### config.mk
export PLATFORM = sky130hd
export DESIGN_NAME = seven_seg_scan
export DESIGN_NICKNAME = d
export VERILOG_FILES = /design/src/rtl/seven_seg_pkg.sv /design/src/rtl/hex_to_seg.sv /design/src/rtl/seven_seg_scan.sv
export SDC_FILE = /design/constraint.sdc
export NUM_CORES = 1
export LEC_CHECK = 0
export BUFFER_PORTS_ARGS = -buffer_cell sky130_fd_sc_hd__buf_4
export CORE_UTILIZATION = 58
export DETAILED_ROUTE_END_ITERATION = 6
export PLACE_DENSITY_LB_ADDON = 0.05
export SLEW_MARGIN = 5
export SYNTH_ARGS = -nofsm -noshare
export SYNTH_HDL_FRONTEND = slang
export SYNTH_HIERARCHICAL = 1
export SYNTH_SLANG_ARGS = --single-unit
export TNS_END_PERCENT = 10
### constraint.sdc
create_clock -name clk -period 5 [get_ports clk]
set_input_delay 0.75 -clock clk [delete_from_list [all_inputs] [get_ports clk]]
set_output_delay 0.75 -clock clk [all_outputs]
set_load 0.01 [all_outputs]
### src/rtl/seven_seg_pkg.sv
// -----------------------------------------------------------------------------
// seven_seg_pkg
// Shared constants for the seven-segment scan driver:
//   NUM_DIGITS_DEFAULT : default number of multiplexed digits (4)
//   SEG_OFF            : all segments dark (active-low gfedcba)
//   SEG_HEX_0..F       : active-low gfedcba patterns for hex digits
//   top_digit()        : index of the most significant non-zero nibble,
//                        0 when the whole word is zero
// -----------------------------------------------------------------------------
package seven_seg_pkg;

    localparam int NUM_DIGITS_DEFAULT = 4;

    localparam logic [6:0] SEG_OFF   = 7'b1111111;

    localparam logic [6:0] SEG_HEX_0 = 7'b1000000;
    localparam logic [6:0] SEG_HEX_1 = 7'b1111001;
    localparam logic [6:0] SEG_HEX_2 = 7'b0100100;
    localparam logic [6:0] SEG_HEX_3 = 7'b0110000;
    localparam logic [6:0] SEG_HEX_4 = 7'b0011001;
    localparam logic [6:0] SEG_HEX_5 = 7'b0010010;
    localparam logic [6:0] SEG_HEX_6 = 7'b0000010;
    localparam logic [6:0] SEG_HEX_7 = 7'b1111000;
    localparam logic [6:0] SEG_HEX_8 = 7'b0000000;
    localparam logic [6:0] SEG_HEX_9 = 7'b0010000;
    localparam logic [6:0] SEG_HEX_A = 7'b0001000;
    localparam logic [6:0] SEG_HEX_B = 7'b0000011;
    localparam logic [6:0] SEG_HEX_C = 7'b1000110;
    localparam logic [6:0] SEG_HEX_D = 7'b0100001;
    localparam logic [6:0] SEG_HEX_E = 7'b0000110;
    localparam logic [6:0] SEG_HEX_F = 7'b0001110;

    // Highest digit that carries a non-zero nibble; digit 0 when v == 0 so
    // that a zero value still shows a single "0".
    function automatic logic [1:0] top_digit(input logic [15:0] v);
        logic [1:0] idx;
        idx = 2'd0;
        for (int i = 1; i < 4; i++) begin
            if (v[4*i +: 4] != 4'h0) begin
                idx = i[1:0];
            end
        end
        return idx;
    endfunction

endpackage

### src/rtl/hex_to_seg.sv
// -----------------------------------------------------------------------------
// hex_to_seg
// Combinational hex nibble to seven-segment decoder.
// Ports:
//   nibble : in  [3:0] hex digit
//   seg    : out [6:0] segments {g,f,e,d,c,b,a}, active-low
// -----------------------------------------------------------------------------
module hex_to_seg
    import seven_seg_pkg::*;
(
    input  logic [3:0] nibble,
    output logic [6:0] seg
);

    always_comb begin
        seg = SEG_OFF;
        case (nibble)
            4'h0: seg = SEG_HEX_0;
            4'h1: seg = SEG_HEX_1;
            4'h2: seg = SEG_HEX_2;
            4'h3: seg = SEG_HEX_3;
            4'h4: seg = SEG_HEX_4;
            4'h5: seg = SEG_HEX_5;
            4'h6: seg = SEG_HEX_6;
            4'h7: seg = SEG_HEX_7;
            4'h8: seg = SEG_HEX_8;
            4'h9: seg = SEG_HEX_9;
            4'hA: seg = SEG_HEX_A;
            4'hB: seg = SEG_HEX_B;
            4'hC: seg = SEG_HEX_C;
            4'hD: seg = SEG_HEX_D;
            4'hE: seg = SEG_HEX_E;
            4'hF: seg = SEG_HEX_F;
            default: seg = SEG_OFF;
        endcase
    end

endmodule

### src/rtl/seven_seg_scan.sv
// -----------------------------------------------------------------------------
// seven_seg_scan
// Multiplexed four-digit seven-segment driver. A slow scan_clk square wave
// (sampled as data) advances the lit digit once per rising edge; the value
// and decimal points are latched into shadow registers once per frame so a
// frame never mixes old and new data.
//
// Ports:
//   clk        : in  system clock, all state on rising edge
//   rst_n      : in  asynchronous active-low reset
//   scan_clk   : in  slow square wave, synchronised internally
//   value      : in  [15:0] four hex nibbles, digit 0 = value[3:0]
//   dp_in      : in  [3:0] decimal points, active-high, bit i = digit i
//   blank      : in  forces all anodes off while high
//   an         : out [3:0] anode enables, active-low, one-cold
//   seg        : out [6:0] segments {g,f,e,d,c,b,a}, active-low
//   dp         : out decimal point, active-low
//   frame_done : out one-cycle pulse when the digit index wraps 3->0
//
// Build option: define LEADING_ZERO_BLANK_EN to darken leading-zero digits
// above the most significant non-zero nibble (digit 0 always lit).
//
// Timing: scan_clk high is first seen by sync1 (edge 1), reaches sync2
// (edge 2), scan_tick then advances digit_idx (edge 3) and the registered
// outputs follow (edge 4).
// -----------------------------------------------------------------------------
module seven_seg_scan
    import seven_seg_pkg::*;
#(
    parameter int NUM_DIGITS = NUM_DIGITS_DEFAULT
) (
    input  logic                    clk,
    input  logic                    rst_n,
    input  logic                    scan_clk,
    input  logic [4*NUM_DIGITS-1:0] value,
    input  logic [NUM_DIGITS-1:0]   dp_in,
    input  logic                    blank,
    output logic [NUM_DIGITS-1:0]   an,
    output logic [6:0]              seg,
    output logic                    dp,
    output logic                    frame_done
);

    logic                    sync1;
    logic                    sync2;
    logic                    hist;
    logic                    scan_tick;
    logic                    wrap_tick;
    logic [1:0]              digit_idx;
    logic [4*NUM_DIGITS-1:0] value_shadow;
    logic [NUM_DIGITS-1:0]   dp_shadow;
    logic [3:0]              cur_nibble;
    logic [6:0]              seg_dec;
    logic [NUM_DIGITS-1:0]   an_onecold;
    logic                    digit_lit;

    // Rising-edge detect on the synchronised scan_clk.
    assign scan_tick = sync2 & ~hist;
    assign wrap_tick = scan_tick && (digit_idx == 2'd3);

    always_ff @(posedge clk or negedge rst_n) begin
        if (!rst_n) begin
            sync1 <= 1'b0;
            sync2 <= 1'b0;
            hist  <= 1'b0;
        end else begin
            sync1 <= scan_clk;
            sync2 <= sync1;
            hist  <= sync2;
        end
    end

    // Digit index and frame-boundary capture. Shadows only move on the wrap
    // so all four digits of one frame come from the same value.
    always_ff @(posedge clk or negedge rst_n) begin
        if (!rst_n) begin
            digit_idx    <= 2'd0;
            value_shadow <= '0;
            dp_shadow    <= '0;
            frame_done   <= 1'b0;
        end else begin
            frame_done <= wrap_tick;
            if (scan_tick) begin
                digit_idx <= digit_idx + 2'd1;
            end
            if (wrap_tick) begin
                value_shadow <= value;
                dp_shadow    <= dp_in;
            end
        end
    end

    assign cur_nibble = value_shadow[{digit_idx, 2'b00} +: 4];

    hex_to_seg u_hex_to_seg (
        .nibble (cur_nibble),
        .seg    (seg_dec)
    );

    always_comb begin
        an_onecold            = '1;
        an_onecold[digit_idx] = 1'b0;
    end

`ifdef LEADING_ZERO_BLANK_EN
    assign digit_lit = (digit_idx <= top_digit(value_shadow));
`else
    assign digit_lit = 1'b1;
`endif

    // Outputs re-registered every cycle so blank takes effect (and releases)
    // on the very next edge at whatever digit is current.
    always_ff @(posedge clk or negedge rst_n) begin
        if (!rst_n) begin
            an  <= '1;
            seg <= SEG_OFF;
            dp  <= 1'b1;
        end else begin
            an  <= (blank || !digit_lit) ? '1 : an_onecold;
            seg <= seg_dec;
            dp  <= digit_lit ? ~dp_shadow[digit_idx] : 1'b1;
        end
    end

endmodule

==> results of run 1 <==
## final cells by class
| type | instances | area [sq um] |
|---|---|---|
| sequential | 38 | 965.9 |
| fill | 209 | 848.3 |
| multi-input combinational | 64 | 788.3 |
| timing repair buffer | 36 | 270.3 |
| tap | 44 | 55.05 |
| clock inverter | 3 | 40.04 |
| clock buffer | 5 | 37.54 |
| inverter | 6 | 22.52 |
## per-stage QoR
step,util [%],std cells,hold WS (ps),total power [mW]
after CTS,71.98,196,343.6,1.503
final,71.98,196,335.5,1.489
after global placement,69.42,188,333.1,1.261
after floorplan,-,113,331.2,1.137
after global routing,71.98,196,343.3,1.599
after detailed placement,69.42,188,343.4,1.297
## state kept, by name, summed over array words and instances, names as in the netlist
signal,flops
an,4
digit_idx,2
dp,1
dp_shadow,4
frame_done,1
hist,1
seg,7
sync1,1
sync2,1
value_shadow,16
## cell families (layout without fill, tap and decap cells)
family,count (synthesis),after routing,share of synthesized area (%)
mux,32,32,27.82
compound gates,6,6,2.307
fa+ha+maj,11,11,7.463
buf+inv,11,50,4.884
xor+xnor,1,1,0.4750
flops,38,38,52.37
simple gates,14,14,4.681
## placed cells by master, fill, tap and decap left out
| cell type | count |
|---|---|
| nand2b_1 | 4 |
| clkinv_2 | 2 |
| mux2_2 | 3 |
| a21oi_1 | 1 |
| clkbuf_4 | 5 |
| mux2_4 | 19 |
| mux4_2 | 1 |
| bufinv_16 | 1 |
| nand2_1 | 1 |
| ha_1 | 11 |
| mux2i_1 | 4 |
| xnor2_1 | 1 |
| nor2_1 | 5 |
| and3b_4 | 1 |
| a32o_1 | 1 |
| o21ai_0 | 2 |
| mux4_1 | 5 |
| dfrtp_1 | 26 |
| a22o_1 | 2 |
| inv_1 | 6 |
| dfstp_2 | 12 |
| buf_4 | 36 |
| or3b_1 | 1 |
| and2b_2 | 2 |
## per-layer routing
layer  vias up  part of all wire, %  track usage [%]
met5         -                    0                0
li1        472                    -                -
met2        32                   47            30.05
met4         0                  2.0            8.163
met1       483                   46            24.22
met3         7                  4.9            7.253
## final timing paths
kind	to	cells past startpoint	from
worst max-delay path	seg[0]	6	digit_idx[0]
worst min-delay path	value_shadow[13]	1	rst_n
worst max register to register	seg[0]	6	digit_idx[0]
worst min register to register	sync2	0	sync1
max in group asynchronous	dp	1	rst_n
min in group clk	sync2	0	sync1
## worst max-delay path, cell delays in order (launching register included)
cell,delay (ps)
dfrtp_1,570
mux4_1,700
inv_1,180
ha_1,200
and2b_2,230
or3b_1,360
o21ai_0,80
## where the power goes
part | switching, mW | internal, mW | leakage [nW]
logic | 0.314 | 0.413 | 0.563
registers | 0.0851 | 0.472 | 0.438
clock network | 0.101 | 0.104 | 0.0450
total | 0.500 | 0.989 | 1.05
==> results_dict.tcl, run 1 <==
set metrics [dict create \
    port_buffers 36 \
    grt_start_max_net_pins 39 \
    worst_slack_ps 2618 \
    tns_ps 0 \
    fin_skew_ps 6.229 \
    synth_edf_count 0 \
    ys_warn_count 6 \
    syn_area_sq_um 1844 \
    rsz0062_at_grt "no" \
    p_per_area_nw_per_um2 683.2 \
    vias_per_cell 5.071 \
    fmaxAchievable_mhz 419.9 \
    crit_type "reg2reg" \
    synth.top_cell.area_share_pct 35.28 \
    cts.sinks 38 \
    finalMaxSlewViolations 0 \
    cts_tree "built" \
    area_delta_synth_final_pct 18.18 \
    htree_levels 2 \
    place_ws_ps 2627 \
    ys_ff_latch 38 \
    num_antenna_cells 0 \
    startpoint_type "register" \
    fin_crit_ps 2382 \
    vdd_drop_max_mv 0.3100 \
    grt_first_pass_wirelength_um 4657 \
    cts_root_buf "clkbuf_4" \
    ant_nets 0 \
    drt_iter0_markers 18 \
    post_drt_wl_per_cell_um 14.38 \
    worst_pin_slew_ps 481.8 \
    placed_cell_area_sq_um 2102 \
    cts_setup_buffers 0 \
    vias 994 \
    fp.dieArea_sq_um 3409 \
    synth_cells 113 \
    maxSlewHeadroom_pct 67.88 \
    overflow 0 \
    syn_area_per_cell_sq_um 16.32 \
    cts_resized 0 \
    ys_top_cells_by_count "dfrtp_1, mux2_4, dfstp_2" \
    period_share_pct 47.64 \
    status "completed" \
    yosysMostFrequentCell "dfrtp_1" \
    yosys-top-cells-area "dfrtp_1, dfstp_2, mux2_4" \
    crit_fanout 8 \
    yosysTopAreaCell "dfrtp_1" \
    coreArea_sq_um 3028 \
    chipHeight_um 58.39 \
    clk_pin_slew_worst_paths_ps 110 \
    cts_buffers 5 \
    dp_hpwl_um 2023 \
    start_util_pct 60.91 \
    syn-num-nets 148 \
    fin_nets 186 \
    clk_latency_ps 350 \
    ys_types 23 \
    ys.flop_type "dfrtp_1" \
    die_w_um 58.39 \
    ys_seq_area_share_pct 52.37 \
    p_leak_nw 1.046 \
    grt_pass1_vias 1011 \
    finalInstanceArea_sq_um 2180 \
    max_cap_viol_count 0 \
    finalSetupViolCount 0 \
    hp-class "in2async" \
    grt_usage_pct 19.23 \
    antenna_found_initial 0 \
    drc_errors 0 \
    dr.pass1.iters 4 \
    hold_viol_final 0 \
    ys_async_sr_fraction_pct 100.0 \
    num_rows 20 \
    routed_wirelength_um 2818 \
    crit_arrival_ps 2660 \
    place_congestion 0.7691 \
    clock_tree.buffer_depth 2 \
    drive_gt1_share_pct 53.95 \
    r2r_setup_slack_ps 2620 \
    hold_buffers 0 \
    endpoint_kind "register" \
    cp.required_ps 5280 \
    ios 37 \
]
(Power assumes the default switching activity.)
==> run 2, diff against run 1 <==
--- a/config.mk
+++ b/config.mk
@@ -6,7 +6,7 @@
 export NUM_CORES = 1
 export LEC_CHECK = 0
 export BUFFER_PORTS_ARGS = -buffer_cell sky130_fd_sc_hd__buf_4
-export CORE_UTILIZATION = 58
+export CORE_UTILIZATION = 54
 export DETAILED_ROUTE_END_ITERATION = 6
 export PLACE_DENSITY_LB_ADDON = 0.05
 export SLEW_MARGIN = 5
==> constraint.sdc (replaced) <==
create_clock -name clk -period 2.3 [get_ports clk]
set_input_delay 0.345 -clock clk [delete_from_list [all_inputs] [get_ports clk]]
set_output_delay 0.345 -clock clk [all_outputs]
set_load 0.01 [all_outputs]
==> run 2 against run 1 <==
  * Die area is 7.1% higher
  * Register-to-register slack worse by 2500 ps
  * Setup slack worse by 2500 ps
  * Total power is 120% higher
  * Worst hold slack worse by 240 ps
  * Fmax is 9.4% higher
  * Non-clock buffer count is 4 higher
==> results_dict.tcl, run 2 (synthesis gave the netlist of run 1 again) <==
set metrics [dict create \
    r2r-end "seg[0]" \
    finalSetupViolCount 0 \
    routed_wirelength_um 2896 \
    cts_tree "built" \
    final_common_cell "buf_4" \
    fin_crit_ps 2177 \
    crit_path_max_incr_delay_ps 580 \
    status "completed" \
    final_util_pct 70.32 \
    ff2ff_path_depth 6 \
    grt_start_max_net_pins 39 \
    dp_hpwl_um 2077 \
    finalMaxSlewViolations 0 \
    port_buffers 36 \
    die_w_um 60.44 \
    crit_fanout 5 \
    placed_cell_area_sq_um 2125 \
    cts_root_buf "clkbuf_4" \
    cts.sinks 38 \
    drt_iter0_markers 38 \
    vias_per_cell 5.175 \
    place_congestion 0.8216 \
    finalInstanceArea_sq_um 2217 \
    clk_latency_ps 350 \
    grt_pass1_vias 1027 \
    ios 37 \
    cp_slowest_cell "mux4_2" \
    endpoint_kind "register" \
    p_per_area_nw_per_um2 1511 \
    drc_errors 0 \
    rsz0062_at_grt "no" \
    num_rows 20 \
    grt_usage_pct 19.03 \
    area_delta_synth_final_pct 20.22 \
    dr.pass1.iters 4 \
    htree_levels 2 \
    ant_nets 0 \
    worst_slack_ps 123.4 \
    hold_depth 1 \
    fin_skew_ps 13.80 \
    vdd_drop_max_mv 0.6413 \
    hold_start "scan_clk" \
    vias 1035 \
    clk_pin_slew_worst_paths_ps 110 \
    cts_buffers 5 \
    maxSlewHeadroom_pct 69.71 \
    reg2reg_from "digit_idx[0]" \
    post_drt_wl_per_cell_um 14.48 \
    crit_chain "mux4_2 -> inv_1 -> ha_1 -> and2b_2 -> or3b_1 -> o21ai_0" \
    mostFrequentLayoutCells "buf_4, dfrtp_1, mux2_4" \
    worst_pin_slew_ps 454.3 \
    overflow 0 \
    fin_nets 190 \
    chipHeight_um 60.44 \
    r2r_setup_slack_ps 120 \
    hp-class "in2reg" \
    place_ws_ps -22.71 \
    fmaxAchievable_mhz 459.4 \
    finalPower_mw 3.350 \
    crit_arrival_ps 2450 \
    hold_viol_final 0 \
    fp.dieArea_sq_um 3653 \
    cts_setup_buffers 0 \
    largest_reg_flops 16 \
    clock_tree.buffer_depth 2 \
    max_cap_viol_count 0 \
    whs_endpoint "sync1" \
    antenna_found_initial 0 \
    cp.required_ps 2580 \
    reg.largest.list "value_shadow x16, seg x7" \
    crit_type "reg2reg" \
    start_util_pct 58.49 \
    top_register "value_shadow" \
    startpoint_type "register" \
    drive_gt1_share_pct 55.13 \
    p_leak_nw 1.059 \
    num_antenna_cells 0 \
    coreArea_sq_um 3153 \
    period_share_pct 94.64 \
    grt_first_pass_wirelength_um 4781 \
]
-- run 2: changes by cell type in the layout (fill, tap and decap cells not counted) --
cell | before | now
dlygate4sd3_1 | 0 | 1
clkbuf_8 | 0 | 1
clkbuf_1 | 0 | 1
mux4_2 | 1 | 2
dfrtp_2 | 0 | 1
dfrtp_1 | 26 | 25
mux4_1 | 5 | 4
buf_4 | 36 | 39
clkinv_2 | 2 | 0
-- run 2: cell type report --
type                       count  area (sq um)
sequential                    38         967.2
fill                         236         935.9
timing repair buffer          40         302.8
clock buffer                   7         55.05
inverter                       6         22.52
tap                           44         55.05
clock inverter                 1         30.03
multi-input combinational     64         784.5
-- run 2: worst max-delay path by stage --
stage                  from  endpoint  depth (start not counted)  slack, ps
5_1_grt        digit_idx[0]    seg[0]                          6         20
3_3_place_gp   digit_idx[0]    seg[0]                          6        100
4_1_cts        digit_idx[0]    seg[0]                          6         10
2_1_floorplan  digit_idx[0]    seg[0]                          7        150
3_5_place_dp   digit_idx[0]    seg[0]                          6        -20
6_report       digit_idx[0]    seg[0]                          6        120
-- run 2: power breakdown --
part | internal [mW] | total, mW | switching [mW]
registers | 1.03 | 1.19 | 0.166
clock network | 0.260 | 0.480 | 0.221
logic | 0.941 | 1.67 | 0.734
total | 2.23 | 3.35 | 1.12
-- run 2: worst max-delay path: cells and delay by family (launching register included) --
family,cells,cell delay [ps]
simple gates,2,600
flops,1,450
buf+inv,1,170
mux,1,580
fa+ha+maj,1,210
compound gates,1,90
-- run 2: layer usage --
metal  GRT usage [%]  part of all wire [%]  up-vias
li1                -                     -      482
met1           24.72                    45      510
met2           28.73                    47       36
met3           7.249                   5.4        7
met4           8.117                   2.6        0
met5               0                     0        -
-- run 2: repair_timing --
| action | 4_1_cts | 5_1_grt |
|---|---|---|
| hold buffers | 1 | 0 |
| resized for setup | 1 | 1 |
| endpoints found under the setup margin | 1 | 1 |
| endpoints found under the hold margin | 26 | 0 |
-- run 2: metrics by stage --
| step | instances | hold WS (ps) | TNS (ps) |
|---|---|---|---|
| floorplan | 113 | 49.41 | 0 |
| global placement | 191 | 324.4 | 0 |
| detailed placement | 191 | 331.2 | -22.71 |
| CTS | 200 | 77.78 | 0 |
| global route | 200 | 61.63 | 0 |
| finish | 200 | 93.14 | 0 |
==> run 3, diff against run 2 <==
--- a/config.mk
+++ b/config.mk
@@ -5,6 +5,7 @@
 export SDC_FILE = /design/constraint.sdc
 export NUM_CORES = 1
 export LEC_CHECK = 0
+export ABC_AREA = 1
 export BUFFER_PORTS_ARGS = -buffer_cell sky130_fd_sc_hd__buf_4
 export CORE_UTILIZATION = 54
 export DETAILED_ROUTE_END_ITERATION = 6
==> constraint.sdc (replaced) <==
create_clock -name clk -period 2.01 [get_ports clk]
set_input_delay 0.3015 -clock clk [delete_from_list [all_inputs] [get_ports clk]]
set_output_delay 0.3015 -clock clk [all_outputs]
set_load 0.01 [all_outputs]
==> run 3 against run 2 <==
  * Count of clock-buffer cells in the layout decreased by 2
  * Sequential share of layout area fell by 1.3 points
  * Critical path depth rose by 2
  * Global-route usage up 1.3 points
  * Sequential cell count unchanged
  * Utilization shrank 1.9 points
  * Sequential power rose by 13%
  * Combinational power is 8% higher
==> results_dict.tcl, run 3 <==
set metrics [dict create \
    mostFrequentLayoutCells "nand2_1, buf_4, inv_1" \
    seq_power_share_pct 37.2 \
    yosys.area_share.simple_pct 30.79 \
    p_per_area_nw_per_um2 1587 \
    use_met1_pct 27.76 \
    htree_levels 2 \
    crit_arrival_ps 2020 \
    r2r_setup_slack_ps 250 \
    syn-num-nets 262 \
    finalPower_mw 3.627 \
    coreArea_sq_um 3337 \
    crit_path_frequent_cell "nand2_1" \
    startpoint_type "register" \
    drc_errors 0 \
    vias_per_cell 4.840 \
    start_util_pct 56.51 \
    largest_reg_flops 16 \
    synth_top_family_by_area "simple AND/OR/NAND/NOR gates" \
    fmaxAchievable_mhz 568.1 \
    cts.sinks 38 \
    swShare_pct 41.77 \
    fin_crit_ps 1760 \
    drive_gt1_share_pct 24.34 \
    num_rows 21 \
    syn_area_sq_um 1886 \
    die_w_um 61.09 \
    port_buffers 36 \
    ys.flop_type "dfrtp_1" \
    p_int_mw 2.112 \
    yosysTopAreaCell "dfrtp_1" \
    yosys-top-cells-area "dfrtp_1, nand2_1, dfstp_2" \
    area_delta_synth_final_pct 21.17 \
    ys_ff_latch 38 \
    grt_usage_pct 20.29 \
    maxSlewHeadroom_pct 70.65 \
    synth_cells 227 \
    tns_ps 0 \
    ant_nets 0 \
    fin_nets 301 \
    dr.pass1.iters 4 \
    vias 1515 \
    endpoint_kind "register" \
    cts_tree "built" \
    top_register "value_shadow" \
    routed_wirelength_um 3261 \
    num_antenna_cells 0 \
    path_buf_inv 2 \
    grt_util_met3_pct 5.042 \
    switchingPower_mw 1.515 \
    status "completed" \
    chipHeight_um 61.09 \
    grt_pass1_vias 1257 \
    final_common_cell "nand2_1" \
    p_leak_nw 1.272 \
    fp.dieArea_sq_um 3732 \
    worst_slack_ps 249.8 \
    clock_tree.buffer_depth 2 \
    clk_pin_slew_worst_paths_ps 110 \
    synth_edf_count 0 \
    grt_first_pass_wirelength_um 5547 \
    synth-adder-area-share_pct 7.299 \
    yosysMostFrequentCell "nand2_1" \
    ys_top_cells_by_count "nand2_1, inv_1, dfrtp_1" \
    cts_buffers 5 \
    cts_root_buf "clkbuf_4" \
    synthXorXnorAreaFrac_pct 0.4645 \
    finalMaxSlewViolations 0 \
    crit_chain "inv_1 -> nand3_1 -> nand2_1 -> inv_1 -> ha_1 -> nand2_1 -> nand3_1 -> nand2_1" \
    cp.required_ps 2270 \
    place_ws_ps 288.4 \
    synth_compound_area_share_pct 0.9954 \
    overflow 0 \
    drt_iter0_markers 36 \
    period_share_pct 87.57 \
    muxShareOfSynthArea_pct 0 \
    final_util_pct 68.47 \
    ys_async_sr_fraction_pct 100.0 \
    reg.largest.list "value_shadow x16, seg x7" \
    synth.top_cell.area_share_pct 34.51 \
    hp-class "in2reg" \
    ios 37 \
    crit_type "reg2reg" \
    antenna_found_initial 0 \
    cts_setup_buffers 0 \
    dp_hpwl_um 2473 \
    ys_warn_count 6 \
    grt_start_max_net_pins 39 \
    busiest_layer "met2" \
    crit_fanout 9 \
    ys_seq_area_share_pct 51.23 \
    syn_area_per_cell_sq_um 8.306 \
    crit_path_max_incr_delay_ps 490 \
    post_drt_wl_per_cell_um 10.42 \
    cp_slowest_cell "dfrtp_1" \
    worst_pin_slew_ps 440.2 \
    max_cap_viol_count 0 \
    cp_top_family "simple AND/OR/NAND/NOR gates" \
    finalSetupViolCount 0 \
    ys_types 15 \
    p_comb_share_pct 49.5 \
    place_congestion 0.8142 \
    clk_latency_ps 320 \
    met2_usage_pct 32.14 \
    power_frac_clock_pct 13.3 \
    rsz0062_at_grt "no" \
    vdd_drop_max_mv 0.9824 \
    fin_skew_ps 14.05 \
    hold_viol_final 0 \
]
==> run 3: changes by cell type in the layout (fill, tap and decap cells not counted), sizes merged, moves of 4 or more <==
cell    before  now
nand2        1   92
buf         39   43
nand2b       4    0
inv          6   28
nand4        0   20
mux2i        4    0
nor2         5    0
nand3        0   22
mux2        22    0
mux4         6    0
==> run 3: power by group through the flow <==
stage	sequential, mW	combinational [mW]	clock (mW)
4_1_cts	1.35	1.80	0.504
5_1_grt	1.39	2.10	0.534
3_3_place_gp	1.36	1.76	0
3_5_place_dp	1.36	1.80	0
2_1_floorplan	1.37	1.32	0
6_report	1.35	1.80	0.481
==> run 3: layout make-up <==
class | instances | area (sq um)
fillers | 293 | 1052
clock inverters | 3 | 40.04
multi-input cells | 149 | 745.7
repair buffers | 44 | 332.8
well taps | 46 | 57.56
flip-flops and latches | 38 | 965.9
clock buffers | 5 | 37.54
inverters | 28 | 105.1
==> run 3: what timing repair did <==
item | 4_1_cts | 5_1_grt
gates resized for setup | 0 | 0
hold buffers | 1 | 0
hold endpoints to repair | 26 | 0
==> run 3: logic make-up after synthesis <==
group	count (synthesis)
AO/OA/AOI/OAI	3
buffers and inverters	40
flip-flops	38
adder cells (fa/ha/maj)	11
XOR/XNOR	1
AND/OR/NAND/NOR	134
==> run 3: worst register-to-register path, cell delays in order, from the launching register on <==
cell and delay (ps):
dfrtp_1 490, inv_1 240, nand3_1 110, nand2_1 170
inv_1 140, ha_1 330, nand2_1 60, nand3_1 80
nand2_1 70
==> run 3: per-stage QoR <==
step,cell area [sq um],hold slack [ps],cells
floorplan,1886,5.909,227
global placement,2197,279.0,304
detailed placement,2197,280.2,304
CTS,2285,53.11,313
global route,2285,34.97,313
finish,2285,73.69,313
==> run 3: layer usage <==
| metal | vias up | routed length (um) |
|---|---|---|
| met3 | 4 | 123 |
| li1 | 794 | - |
| met4 | 0 | 32 |
| met5 | - | 0 |
| met1 | 681 | 1595 |
| met2 | 36 | 1509 |
==> run 3: worst paths after layout <==
kind / cells after the start / start / end
worst max-delay path: 8 / digit_idx[1] / seg[3]
worst min-delay path: 1 / scan_clk / sync1
worst max register to register: 8 / digit_idx[1] / seg[3]
worst min register to register: 0 / sync1 / sync2
max in group asynchronous: 2 / rst_n / an[1]
min in group asynchronous: 2 / rst_n / dp_shadow[2]
